<file path="config.mk">
export PLATFORM = sky130hd
export DESIGN_NAME = bram_prog_loader_flat
export DESIGN_NICKNAME = d
export VERILOG_FILES = /design/src/rtl/bram_prog_loader_pkg.sv /design/src/rtl/bram_prog_loader_if.sv /design/src/rtl/bram_prog_loader.sv /design/src/flat_wrapper.sv
export SDC_FILE = /design/constraint.sdc
export NUM_CORES = 1
export LEC_CHECK = 0
export CAP_MARGIN = 15
export CORE_ASPECT_RATIO = 1.2
export CORE_MARGIN = 8
export CORE_UTILIZATION = 40
export DETAILED_ROUTE_END_ITERATION = 10
export DONT_BUFFER_PORTS = 1
export PLACE_DENSITY_LB_ADDON = 0.2
export SYNTH_ARGS = -nofsm -noshare
export SYNTH_HDL_FRONTEND = slang
export SYNTH_SLANG_ARGS = --single-unit
</file>
<file path="constraint.sdc">
create_clock -name clk -period 2.9 [get_ports clk]
set_input_delay 0.145 -clock clk [delete_from_list [all_inputs] [get_ports clk]]
set_output_delay 0.145 -clock clk [all_outputs]
set_load 0.1 [all_outputs]
</file>
<file path="src/rtl/bram_prog_loader_pkg.sv">
// -----------------------------------------------------------------------------
// bram_prog_loader_pkg
//
// Purpose: shared definitions for the byte-stream program loader.
//   - LOADER_MAGIC : frame start byte; also re-arms a load from RUN.
//   - loader_state_t : loader FSM state encoding.
//   - csum_add : 8-bit wrapping checksum accumulate.
// -----------------------------------------------------------------------------
package bram_prog_loader_pkg;

  localparam logic [7:0] LOADER_MAGIC = 8'hA5;

  typedef enum logic [2:0] {
    IDLE   = 3'd0,
    CNT_LO = 3'd1,
    CNT_HI = 3'd2,
    DATA   = 3'd3,
    CSUM   = 3'd4,
    RUN    = 3'd5
  } loader_state_t;

  // Modulo-256 add; the carry is intentionally discarded.
  function automatic logic [7:0] csum_add(input logic [7:0] acc, input logic [7:0] b);
    return acc + b;
  endfunction

endpackage : bram_prog_loader_pkg

</file>
<file path="src/rtl/bram_prog_loader_if.sv">
// -----------------------------------------------------------------------------
// bram_prog_loader_if
//
// Purpose: bundles the UART RX byte strobe, the BRAM port-A write bus and the
// core-control/status flags of the program loader.
//
// Signals:
//   i_rx_valid      one-cycle strobe, a byte is present
//   i_rx_data[7:0]  received byte
//   o_bram_addr     BRAM port-A word address
//   o_bram_wr_data  assembled little-endian word
//   o_bram_wr_en    byte enables (4'hF for one cycle per word)
//   o_core_reset    active-high core reset
//   o_load_done     image loaded and checksum verified
//   o_load_error    sticky frame error
//
// Modports:
//   slave  : the loader (consumes bytes, drives BRAM bus and flags)
//   master : the surrounding system (drives bytes, observes the loader)
// -----------------------------------------------------------------------------
interface bram_prog_loader_if #(
  parameter int ADDR_WIDTH = 10
) ();

  logic                  i_rx_valid;
  logic [7:0]            i_rx_data;
  logic [ADDR_WIDTH-1:0] o_bram_addr;
  logic [31:0]           o_bram_wr_data;
  logic [3:0]            o_bram_wr_en;
  logic                  o_core_reset;
  logic                  o_load_done;
  logic                  o_load_error;

  modport slave (
    input  i_rx_valid,
    input  i_rx_data,
    output o_bram_addr,
    output o_bram_wr_data,
    output o_bram_wr_en,
    output o_core_reset,
    output o_load_done,
    output o_load_error
  );

  modport master (
    output i_rx_valid,
    output i_rx_data,
    input  o_bram_addr,
    input  o_bram_wr_data,
    input  o_bram_wr_en,
    input  o_core_reset,
    input  o_load_done,
    input  o_load_error
  );

endinterface : bram_prog_loader_if

</file>
<file path="src/rtl/bram_prog_loader.sv">
// -----------------------------------------------------------------------------
// bram_prog_loader
//
// Purpose: receives a framed program image byte by byte, assembles
// little-endian 32-bit words, writes them into BRAM port A while holding the
// core in reset, and releases the core once the 8-bit checksum matches.
//
// Frame: A5 | N[7:0] | N[15:8] | N x 4 data bytes | sum(data) mod 256
//
// Ports:
//   clk    sole clock
//   reset  synchronous, active-high
//   bus    bram_prog_loader_if.slave (RX byte strobe in, BRAM bus and
//          core_reset / load_done / load_error out; all outputs registered)
//
// Parameters:
//   SIZE            BRAM depth in words, largest legal N
//   ADDR_WIDTH      BRAM word-address width
//   TIMEOUT_CYCLES  idle cycles tolerated between bytes inside a frame
// -----------------------------------------------------------------------------
module bram_prog_loader
  import bram_prog_loader_pkg::*;
#(
  parameter int SIZE           = 1024,
  parameter int ADDR_WIDTH     = 10,
  parameter int TIMEOUT_CYCLES = 1_000_000
) (
  input  logic                clk,
  input  logic                reset,
  bram_prog_loader_if.slave   bus
);

  // One extra index bit so that an index equal to SIZE is representable.
  localparam int IDX_W = ADDR_WIDTH + 1;
  localparam int TMO_W = $clog2(TIMEOUT_CYCLES + 1);
  localparam logic [16:0]      SIZE_L   = 17'(SIZE);
  localparam logic [TMO_W-1:0] TMO_LAST = TMO_W'(TIMEOUT_CYCLES - 1);

  loader_state_t         state_q, state_d;
  logic [15:0]           cnt_q, cnt_d;       // word count N
  logic [IDX_W-1:0]      idx_q, idx_d;       // next word index
  logic [7:0]            csum_q, csum_d;
  logic [23:0]           asm_q, asm_d;       // first three bytes of a word
  logic [1:0]            bsel_q, bsel_d;     // byte position within a word
  logic [TMO_W-1:0]      tmo_q, tmo_d;
  logic [ADDR_WIDTH-1:0] addr_q, addr_d;
  logic [31:0]           data_q, data_d;
  logic [3:0]            wr_en_q, wr_en_d;
  logic                  core_reset_q, core_reset_d;
  logic                  done_q, done_d;
  logic                  error_q, error_d;

  logic                  rx_valid;
  logic [7:0]            rx_byte;
  logic                  is_magic;
  logic                  timed_state;
  logic [15:0]           n_full;
  logic [16:0]           idx_inc_wide;

  assign rx_valid     = bus.i_rx_valid;
  assign rx_byte      = bus.i_rx_data;
  assign is_magic     = (rx_byte == LOADER_MAGIC);
  assign timed_state  = (state_q == CNT_LO) || (state_q == CNT_HI) ||
                        (state_q == DATA)   || (state_q == CSUM);
  assign n_full       = {rx_byte, cnt_q[7:0]};
  // Compared against N in 17 bits so the check is independent of ADDR_WIDTH.
  assign idx_inc_wide = 17'(idx_q) + 17'd1;

  always_ff @(posedge clk) begin
    if (reset) begin
      state_q      <= IDLE;
      cnt_q        <= '0;
      idx_q        <= '0;
      csum_q       <= '0;
      asm_q        <= '0;
      bsel_q       <= '0;
      tmo_q        <= '0;
      addr_q       <= '0;
      data_q       <= '0;
      wr_en_q      <= '0;
      core_reset_q <= 1'b1;
      done_q       <= 1'b0;
      error_q      <= 1'b0;
    end else begin
      state_q      <= state_d;
      cnt_q        <= cnt_d;
      idx_q        <= idx_d;
      csum_q       <= csum_d;
      asm_q        <= asm_d;
      bsel_q       <= bsel_d;
      tmo_q        <= tmo_d;
      addr_q       <= addr_d;
      data_q       <= data_d;
      wr_en_q      <= wr_en_d;
      core_reset_q <= core_reset_d;
      done_q       <= done_d;
      error_q      <= error_d;
    end
  end

  always_comb begin
    state_d = state_q;
    cnt_d   = cnt_q;
    idx_d   = idx_q;
    csum_d  = csum_q;
    asm_d   = asm_q;
    bsel_d  = bsel_q;
    tmo_d   = '0;
    addr_d  = addr_q;
    data_d  = data_q;
    wr_en_d = 4'h0;
    done_d  = done_q;
    error_d = error_q;

    unique case (state_q)
      IDLE: begin
        if (rx_valid && is_magic) begin
          state_d = CNT_LO;
          error_d = 1'b0;
          csum_d  = '0;
          idx_d   = '0;
          bsel_d  = '0;
        end
      end

      CNT_LO: begin
        if (rx_valid) begin
          cnt_d   = {8'h00, rx_byte};
          state_d = CNT_HI;
        end
      end

      CNT_HI: begin
        if (rx_valid) begin
          cnt_d = n_full;
          if (n_full == 16'd0 || {1'b0, n_full} > SIZE_L) begin
            error_d = 1'b1;
            state_d = IDLE;
          end else begin
            state_d = DATA;
          end
        end
      end

      DATA: begin
        if (rx_valid) begin
          csum_d = csum_add(csum_q, rx_byte);
          if (bsel_q == 2'd3) begin
            wr_en_d = 4'hF;
            addr_d  = idx_q[ADDR_WIDTH-1:0];
            data_d  = {rx_byte, asm_q};
            idx_d   = idx_q + IDX_W'(1);
            bsel_d  = '0;
            if (idx_inc_wide == {1'b0, cnt_q}) begin
              state_d = CSUM;
            end
          end else begin
            // Little-endian: earlier bytes drift towards bit 0.
            asm_d  = {rx_byte, asm_q[23:8]};
            bsel_d = bsel_q + 2'd1;
          end
        end
      end

      CSUM: begin
        if (rx_valid) begin
          if (rx_byte == csum_q) begin
            state_d = RUN;
            done_d  = 1'b1;
          end else begin
            error_d = 1'b1;
            state_d = IDLE;
          end
        end
      end

      RUN: begin
        if (rx_valid && is_magic) begin
          state_d = CNT_LO;
          done_d  = 1'b0;
          error_d = 1'b0;
          csum_d  = '0;
          idx_d   = '0;
          bsel_d  = '0;
        end
      end

      default: begin
        state_d = IDLE;
      end
    endcase

    // Inter-byte timeout: overrides whatever the state logic decided, which
    // can only be "stay" because no byte arrived this cycle.
    if (timed_state && !rx_valid) begin
      if (tmo_q == TMO_LAST) begin
        error_d = 1'b1;
        state_d = IDLE;
      end else begin
        tmo_d = tmo_q + TMO_W'(1);
      end
    end
  end

  // Registered so the core reset changes on the same edge the state enters
  // or leaves RUN.
  assign core_reset_d = (state_d != RUN);

  assign bus.o_bram_addr    = addr_q;
  assign bus.o_bram_wr_data = data_q;
  assign bus.o_bram_wr_en   = wr_en_q;
  assign bus.o_core_reset   = core_reset_q;
  assign bus.o_load_done    = done_q;
  assign bus.o_load_error   = error_q;

endmodule : bram_prog_loader
</file>
<file path="src/flat_wrapper.sv">
// flat-port wrapper written by rule: the top's interface ports become plain ports
module bram_prog_loader_flat import bram_prog_loader_pkg::*;
#(
  parameter int SIZE           = 1024,
  parameter int ADDR_WIDTH     = 10,
  parameter int TIMEOUT_CYCLES = 1_000_000
)
  (clk, reset, bus_i_rx_valid, bus_i_rx_data, bus_o_bram_addr, bus_o_bram_wr_data, bus_o_bram_wr_en, bus_o_core_reset, bus_o_load_done, bus_o_load_error);
  bram_prog_loader_if #(.ADDR_WIDTH(ADDR_WIDTH)) bus_i ();
  input  logic clk;
  input  logic reset;
  input wire logic [$bits(bus_i.i_rx_valid)-1:0] bus_i_rx_valid;
  input wire logic [$bits(bus_i.i_rx_data)-1:0] bus_i_rx_data;
  output wire logic [$bits(bus_i.o_bram_addr)-1:0] bus_o_bram_addr;
  output wire logic [$bits(bus_i.o_bram_wr_data)-1:0] bus_o_bram_wr_data;
  output wire logic [$bits(bus_i.o_bram_wr_en)-1:0] bus_o_bram_wr_en;
  output wire logic [$bits(bus_i.o_core_reset)-1:0] bus_o_core_reset;
  output wire logic [$bits(bus_i.o_load_done)-1:0] bus_o_load_done;
  output wire logic [$bits(bus_i.o_load_error)-1:0] bus_o_load_error;
  assign bus_i.i_rx_valid = bus_i_rx_valid;
  assign bus_i.i_rx_data = bus_i_rx_data;
  assign bus_o_bram_addr = bus_i.o_bram_addr;
  assign bus_o_bram_wr_data = bus_i.o_bram_wr_data;
  assign bus_o_bram_wr_en = bus_i.o_bram_wr_en;
  assign bus_o_core_reset = bus_i.o_core_reset;
  assign bus_o_load_done = bus_i.o_load_done;
  assign bus_o_load_error = bus_i.o_load_error;
  bram_prog_loader #(.SIZE(SIZE), .ADDR_WIDTH(ADDR_WIDTH), .TIMEOUT_CYCLES(TIMEOUT_CYCLES)) u_core (.clk(clk), .reset(reset), .bus(bus_i));
endmodule
</file>
==> impl_metrics.yaml, run 1 <==
grt:
  grt.met2_usage_pct: 27.5
  gr-usage-met1_pct: 18.1
  antenna_found_initial: 0
  busiest_layer: "met2"
  overflow: 0
  grt_max_degree: 111
  track_usage_pct: 16.1
  grt_pass1_wl_um: 24100
  grt_pass1_vias: 4779
  grt_util_met3_pct: 4.58
sta:
  max_slew_margin_pct: 26.6
  period_needed_ns: 2.27
  tightest_slew_ns: 1.11
  rsz0062_at_grt: "false"
  slew_violations: 0
  finalSetupViolations: 0
  period_share_pct: 78.1
  skew_ns: 0.00764
  finalSetupTns_ns: 0
  timing.hold.ws_ns: 0.0134
  fmax_mhz: 441
  worst_slack_ns: 0.635
  hold_viol_final: 0
power:
  static-leakage-power_uw: 0.00243
  powerDensity_mw_per_mm2: 617
  ir_worst_vdd_mv: 0.274
floorplanning:
  rows: 48
  die_w_um: 126
  dieArea_mm2: 0.0185
  core_area_mm2: 0.0142
  dieHeight_um: 148
  start_util_pct: 40.5
  ios: 60
placement:
  portBuffers: 0
  post-place-ws_ns: 0.670
  place_hpwl_um: 9590
  gp_congestion: 0.837
routing:
  drtPass1Iterations: 5
  vias: 5006
  wl_um: 14600
  vias_per_cell: 5.33
  first_iter_violations: 339
  final_antenna_net_count: 0
  wire_per_inst_um: 15.5
  drc: 0
synth:
  synth-async-reset-ratio_pct: 0
  syn_area_mm2: 0.00577
  ys_seq_area_share_pct: 45.1
  netlist_top_cells_area: "dfxtp_1 45%, nand2_1 11%, a21oi_1 9.2%"
  synth_flop_cell: "dfxtp_1"
  synth_edf_count: 0
  synth_area_per_cell_um2: 7.92
  synthMostInstantiatedCell: "nand2_1"
  synth.top_cell.area_share_pct: 45.1
  yosys_register_bits: 130
  post-synth-top-area-cell: "dfxtp_1"
  synth.distinct_cells: 53
  netlist_top_cells_count: "174 x nand2_1, 130 x dfxtp_1, 106 x a21oi_1, 61 x nor2_1, 35 x clkbuf_1"
  syn-num-nets: 751
  netlist_instances: 729
  yosys_warnings: 0
clock_tree:
  cts_made_buffers: 17
  clk_latency_ns: 0.42
  ctsHoldBuffers: 10
  clock_path_buffers: 2
  clock_tree.root_cell: "clkbuf_16"
  clock_sinks: 130
  post_cts_buffers: 0
  path_clk_slew_ns: 0.06
  ctsResizeCount: 0
  cts_tree: "yes"
  htree_levels: 4
cells_and_area:
  area.sequential_mm2: 0.00261
  postLayoutCoreUtil_pct: 48.4
  multiInputGateArea_mm2: 0.00293
  nets: 774
  fillers: 1397
  antennaDiodeCount: 0
  layout-drive-gt1-share_pct: 11.4
  area_growth_pct: 19.4
setup_path:
  crit_family: "compound AO/OA/AOI/OAI gates"
  worstSetupPathDepth: 7
  path_cells: "nand2b_1 > nor2_1 > buf_4 > and2_2 > a21oi_1 > o21ai_0 > a21oi_1"
  cpMaxStageDelayCell: "a21oi_1"
  worstPathMaxFanout: 11
  crit_arrival_ns: 2.61
  rr_worst_depth: 7
  end_kind: "flop"
  cpMostUsedCell: "a21oi_1"
  crit_type: "reg2reg"
  worst-path-buf-inv: 1
  worstSetupStartpointType: "flop"
  slowest_delay_ns: 0.65
  required_ns: 3.24
hold_path:
  hold_depth: 3
  hold_path_class: "in2reg"
flow_run:
  max_cap_violations: 0
status:
  status: "finished, final reports clean"
-- report_power, final --
part	switching (uW)	internal (uW)	leakage (uW)
clock	782	1610	0.000324
combinational	50.0	24.5	0.00106
sequential	0.156	1790	0.00105
total	832	3420	0.00243
-- metal layers --
metal | routed length [um] | share of wire (%)
met1 | 6160 | 42
met2 | 7350 | 50
met3 | 754 | 5.2
met4 | 349 | 2.4
met5 | 0 | 0
-- flip-flops by register name (all words and copies together), names as in the netlist --
register	flops
u_core.asm_q	24
u_core.bsel_q	2
u_core.bus.o_bram_addr	10
u_core.bus.o_bram_wr_data	32
u_core.bus.o_bram_wr_en	1
u_core.bus.o_core_reset	1
u_core.bus.o_load_done	1
u_core.bus.o_load_error	1
u_core.cnt_q	16
u_core.csum_q	8
u_core.idx_q	11
u_core.state_q	3
u_core.tmo_q	20
-- area by class of cell --
type | instances | area share, %
Multi-Input combinational cell | 542 | 42.5
Sequential cell | 130 | 37.8
Timing Repair Buffer | 53 | 6.39
Clock buffer | 18 | 6.23
Clock inverter | 14 | 3.41
Tap cell | 175 | 3.18
Inverter | 8 | 0.436
-- layout by cell type, fill, tap and decap left out, types with 5 or more instances in the layout --
cell type / netlist / routed
a21oi_1: 106 / 106
and3_1: 5 / 5
nor2b_1: 5 / 5
ha_1: 10 / 10
and2_1: 7 / 6
or3_1: 7 / 7
dlygate4sd3_1: 0 / 9
xor2_1: 16 / 16
nand4b_1: 5 / 5
clkbuf_16: 0 / 17
nor3_1: 10 / 10
a22oi_1: 8 / 8
nor2_1: 61 / 61
nand2b_1: 6 / 6
buf_4: 4 / 43
o21ai_0: 15 / 15
nand4_1: 5 / 5
dfxtp_1: 130 / 129
bufinv_16: 0 / 6
nor4_1: 9 / 9
xnor2_1: 21 / 21
nand2_1: 174 / 173
inv_1: 8 / 8
nand3_1: 28 / 28
-- per-stage QoR --
stage	cells	instance area (um^2)	power (uW)
after CTS	940	6890	4290
after detailed placement	898	6110	1850
after global placement	898	6110	1850
final	940	6890	4250
after global routing	940	6890	4370
after floorplan	729	5770	1870
-- tightest hold or removal path, cell delays in order --
cell     delay, ns
nor3_1        0.03
o21ai_0       0.14
nand3_1       0.07
-- cells by family (layout without fill, tap and decap cells) --
kind of cell / count (synthesis) / in the layout / share of synthesized area, %
AOI/OAI and AO/OA: 151 / 151 / 15.1
xor gates and xnor gates: 37 / 37 / 5.62
adders and majority gates: 11 / 11 / 2.52
buffers and inverters: 57 / 93 / 4.16
DFF: 130 / 130 / 45.1
muxes: 2 / 2 / 0.347
and+or+nand+nor: 341 / 341 / 27.1
-- worst paths after layout --
| path | end | from | slack, ns |
|---|---|---|---|
| max reg2reg | u_core.idx_q[7] | u_core.state_q[2] | 0.63 |
| min | u_core.csum_q[7] | reset | 0.01 |
| max | u_core.idx_q[7] | u_core.state_q[2] | 0.63 |
| min reg2reg | u_core.bus.o_bram_wr_data[15] | u_core.bus.o_bram_wr_data[15] | 0.45 |
Power figures use the tool's default switching activity.
==> run 2: changes to the inputs <==
==> constraint.sdc (replaced) <==
create_clock -name clk -period 2.06 [get_ports clk]
set_input_delay 0.103 -clock clk [delete_from_list [all_inputs] [get_ports clk]]
set_output_delay 0.103 -clock clk [all_outputs]
set_load 0.1 [all_outputs]
==> impl_metrics.yaml, run 2 (synthesis results as in run 1) <==
floorplanning:
  dieHeight_um: 148
  dieArea_mm2: 0.0185
  die_w_um: 126
  rows: 48
  start_util_pct: 40.5
  core_area_mm2: 0.0142
  ios: 60
setup_path:
  slowest_delay_ns: 0.38
  crit_arrival_ns: 2.36
  worst-path-buf-inv: 0
  crit_type: "reg2reg"
  worstSetupStartpointType: "flop"
  cpMaxStageDelayCell: "a2111oi_4"
  worstPathMaxFanout: 5
  path_cells: "ha_1 > a211o_1 > a2111oi_4 > nor3_2 > a2111o_1 > nand3_1"
  required_ns: 2.42
  end_kind: "flop"
  crit_family: "compound AO/OA/AOI/OAI gates"
routing:
  drc: 0
  final_antenna_net_count: 0
  vias_per_cell: 5.27
  drtPass1Iterations: 5
  first_iter_violations: 292
  vias: 5173
  wire_per_inst_um: 15.5
  wl_um: 15200
clock_tree:
  post_cts_buffers: 0
  htree_levels: 4
  clock_path_buffers: 2
  clock_sinks: 130
  cts_tree: "yes"
  path_clk_slew_ns: 0.06
  clock_tree.root_cell: "clkbuf_16"
  clk_latency_ns: 0.42
  cts_made_buffers: 17
power:
  total_power_uw: 5500
  static-leakage-power_uw: 0.00266
  ir_worst_vdd_mv: 0.421
  powerDensity_mw_per_mm2: 752
grt:
  track_usage_pct: 16.6
  grt_util_met3_pct: 4.43
  gr-usage-met1_pct: 18.6
  busiest_layer: "met2"
  grt_pass1_vias: 5068
  grt.met2_usage_pct: 28.8
  grt_pass1_wl_um: 24800
  grt_max_degree: 115
  overflow: 0
  antenna_found_initial: 0
sta:
  timing.hold.ws_ns: -0.00137
  hold_viol_final: 2
  skew_ns: 0.00621
  finalSetupViolations: 0
  tightest_slew_ns: 0.530
  period_needed_ns: 1.99
  slew_violations: 0
  rsz0062_at_grt: "true"
  max_slew_margin_pct: 64.5
  fmax_mhz: 502
  period_share_pct: 96.7
status:
  violations: "negative hold slack"
  status: "finished, violations left"
cells_and_area:
  antennaDiodeCount: 0
  final_cell_mix: "172 x nand2_1, 124 x dfxtp_1, 104 x a21oi_1"
  nets: 815
  final_common_cell: "nand2_1"
  largest_register_ff_count: 32
  design_area_mm2: 0.00730
  stdcell_count: 981
  fillers: 1381
  area_growth_pct: 26.6
  layout-drive-gt1-share_pct: 17.6
  postLayoutCoreUtil_pct: 51.3
placement:
  gp_congestion: 0.840
  portBuffers: 0
  place_inst: 931
  place_area_mm2: 0.00639
  place_hpwl_um: 10200
flow_run:
  max_cap_violations: 0
hold_path:
  hold_path_class: "in2reg"
## run 2: metrics by stage
stage | setup TNS [ns] | worst slack, ns
after floorplan | 0 | 0.0193
after global placement | -0.201 | -0.0565
after detailed placement | -0.384 | -0.0850
after CTS | -0.00125 | -0.00125
after global routing | -0.0437 | -0.0151
final | 0 | 0.0680
## run 2: worst min-delay path: stages
cell and delay (ns):
nand2_1 0.04, nor3_1 0.03, o21ai_0 0.13, nand3_1 0.06
## run 2: power by group
part           internal [uW]  total (uW)  switching, uW
clock network           1700        2880           1180
logic                   37.1         102           65.3
registers               2510        2510          0.147
total                   4250        5500           1240
## run 2: final timing paths
path	start	to	cells past startpoint	slack (ns)
setup reg to reg	u_core.csum_q[2]	u_core.csum_q[7]	6	0.07
hold reg to reg	u_core.asm_q[2]	u_core.asm_q[2]	2	0.45
setup / recovery	u_core.csum_q[2]	u_core.csum_q[7]	6	0.07
hold / removal	bus_i_rx_data[7]	u_core.csum_q[7]	4	-0.001
## run 2: layout make-up
cell class              count  area (um^2)  share of cell area, %
repair buffers             94          806                   11.0
inverters                   8         30.0                  0.411
clock buffers              18          439                   6.01
well taps                 175          219                   3.00
clock inverters            14          129                   1.76
multi-input cells         542         3070                   42.0
flip-flops and latches    130         2610                   35.8
## run 2: layer usage
| layer | vias up | wire (um) |
|---|---|---|
| met4 | 0 | 286 |
| met2 | 102 | 7700 |
| li1 | 2615 | - |
| met3 | 18 | 685 |
| met5 | - | 0 |
| met1 | 2438 | 6580 |
## run 2: repair_timing
item,4_1_cts,5_1_grt
setup endpoints to repair,12,12
gates resized for setup,7,22
pin swaps,5,5
hold endpoints to repair,110,102
hold buffers,8,10
==> run 3: changes to the inputs <==
--- a/config.mk
+++ b/config.mk
@@ -5,6 +5,7 @@
 export SDC_FILE = /design/constraint.sdc
 export NUM_CORES = 1
 export LEC_CHECK = 0
+export ABC_AREA = 1
 export CAP_MARGIN = 15
 export CORE_ASPECT_RATIO = 1.2
 export CORE_MARGIN = 8
==> impl_metrics.yaml, run 3 <==
clock_tree:
  path_clk_slew_ns: 0.06
  clk_latency_ns: 0.42
  cts_tree: "yes"
  cts_made_buffers: 17
  clock_path_buffers: 2
  htree_levels: 4
  clock_sinks: 130
  clock_tree.root_cell: "clkbuf_16"
  post_cts_buffers: 0
sta:
  tightest_slew_ns: 0.662
  finalSetupViolations: 0
  max_slew_margin_pct: 55.8
  hold_viol_final: 0
  fmax_mhz: 519
  timing.hold.ws_ns: 0.0460
  period_share_pct: 93.6
  finalSetupTns_ns: 0
  slew_violations: 0
  skew_ns: 0.00656
  period_needed_ns: 1.93
  rsz0062_at_grt: "false"
routing:
  vias: 5540
  drtPass1Iterations: 5
  final_antenna_net_count: 0
  wire_per_inst_um: 14.8
  drc: 0
  vias_per_cell: 5.18
  first_iter_violations: 363
  wl_um: 15800
synth:
  yosys_warnings: 0
  synth-async-reset-ratio_pct: 0
  ys_seq_area_share_pct: 44.2
  netlist_instances: 823
  synth.top_cell.area_share_pct: 44.2
  synth_edf_count: 0
  netlist_top_cells_count: "152 x nand2_1, 132 x nor2_1, 130 x dfxtp_1, 85 x a21oi_1, 75 x o21ai_0"
  synthMostInstantiatedCell: "nand2_1"
  synth.distinct_cells: 36
  yosys_register_bits: 130
  syn_area_mm2: 0.00589
  synth_flop_cell: "dfxtp_1"
  post-synth-top-area-cell: "dfxtp_1"
  syn-num-nets: 845
  synth_area_per_cell_um2: 7.16
  netlist_top_cells_area: "dfxtp_1 44%, nand2_1 9.7%, nor2_1 8.4%"
setup_path:
  slowest_delay_ns: 0.36
  worstPathMaxFanout: 2
  startpoint: "u_core.csum_q[0]"
  crit_arrival_ns: 2.28
  crit_family: "simple AND/OR/NAND/NOR gates"
  path_cells: "ha_1 > fa_2 > nand3_1 > nand2_1 > nand2_1 > nand2_1 > a21oi_1 > xor2_1 > or2_2 > a21oi_1"
  crit_type: "reg2reg"
  end_kind: "flop"
  worstSetupStartpointType: "flop"
  required_ns: 2.41
  r2r-start: "u_core.csum_q[0]"
  cpMaxStageDelayCell: "fa_2"
  worst-path-buf-inv: 0
  cpMostUsedCell: "nand2_1"
cells_and_area:
  postLayoutCoreUtil_pct: 50.0
  antennaDiodeCount: 0
  largest_register_ff_count: 32
  design_area_mm2: 0.00721
  final_cell_mix: "152 x nand2_1, 132 x nor2_1, 127 x dfxtp_1"
  nets: 904
  layout-drive-gt1-share_pct: 14.8
  final_common_cell: "nand2_1"
  area_growth_pct: 22.4
power:
  ir_worst_vdd_mv: 0.483
  static-leakage-power_uw: 0.00312
  total_power_uw: 5820
  powerDensity_mw_per_mm2: 807
floorplanning:
  die_w_um: 127
  rows: 48
  dieHeight_um: 149
  ios: 60
  core_area_mm2: 0.0144
  dieArea_mm2: 0.0189
  start_util_pct: 40.9
placement:
  portBuffers: 0
  gp_congestion: 0.935
  place_hpwl_um: 11100
  place_area_mm2: 0.00643
grt:
  grt_pass1_wl_um: 26600
  grt_pass1_vias: 5484
  track_usage_pct: 17.3
  antenna_found_initial: 0
  grt_max_degree: 67
  overflow: 0
hold_path:
  hold_path_class: "in2reg"
  min_from: "bus_i_rx_valid"
status:
  status: "finished, final reports clean"
flow_run:
  max_cap_violations: 0
[run 3: metal layers]
layer,vias up,global-route usage (%),wire [um]
li1,2805,-,-
met1,2553,19.1,6600
met2,141,30.0,7730
met3,41,5.01,907
met4,0,8.46,542
met5,-,0,0
[run 3: layout make-up]
type / instances / area [um^2]
Tap cell: 175 / 219
Fill cell: 1457 / 7200
Sequential cell: 130 / 2610
Clock inverter: 12 / 181
Multi-Input combinational cell: 584 / 2860
Timing Repair Buffer: 70 / 591
Inverter: 79 / 304
Clock buffer: 19 / 443
[run 3: where the power goes]
| group | switching (uW) | total (uW) | internal [uW] |
|---|---|---|---|
| registers | 0.166 | 2510 | 2510 |
| logic | 75.3 | 115 | 40.1 |
| clock network | 1140 | 3200 | 2060 |
| total | 1220 | 5820 | 4610 |
[run 3: logic make-up (layout without fill, tap and decap cells)]
group	count (synthesis)	after routing	share of synthesized area (%)
simple gates	399	399	30.2
xor+xnor	9	9	1.34
buf+inv	109	180	7.54
flops	130	130	44.2
compound gates	165	165	14.3
fa+ha+maj	11	11	2.46
[run 3: repair_timing]
item | CTS | global route
endpoints found under the setup margin | 0 | 10
gates resized for setup | 0 | 10
hold endpoints to repair | 55 | 0
hold buffers | 12 | 0
[run 3: worst paths after layout]
path	slack, ns	end	cells past startpoint
setup / recovery	0.13	u_core.csum_q[6]	10
hold / removal	0.05	u_core.csum_q[1]	4
setup reg to reg	0.13	u_core.csum_q[6]	10
hold reg to reg	0.47	u_core.csum_q[4]	2
[run 3: worst reg2reg max path: stages, from the launching register on]
cell     delay (ns)
dfxtp_1        0.32
ha_1           0.22
fa_2           0.36
nand3_1        0.10
nand2_1        0.07
nand2_1        0.10
nand2_1        0.06
a21oi_1        0.15
xor2_1         0.07
or2_2          0.28
a21oi_1        0.12
[run 3: per-stage QoR]
stage                     std cells  setup slack (ns)
after floorplan                 823             0.284
after global placement         1026             0.185
after detailed placement       1026            0.0790
after CTS                      1069            0.0639
after global routing           1069           0.00191
final                          1069             0.133
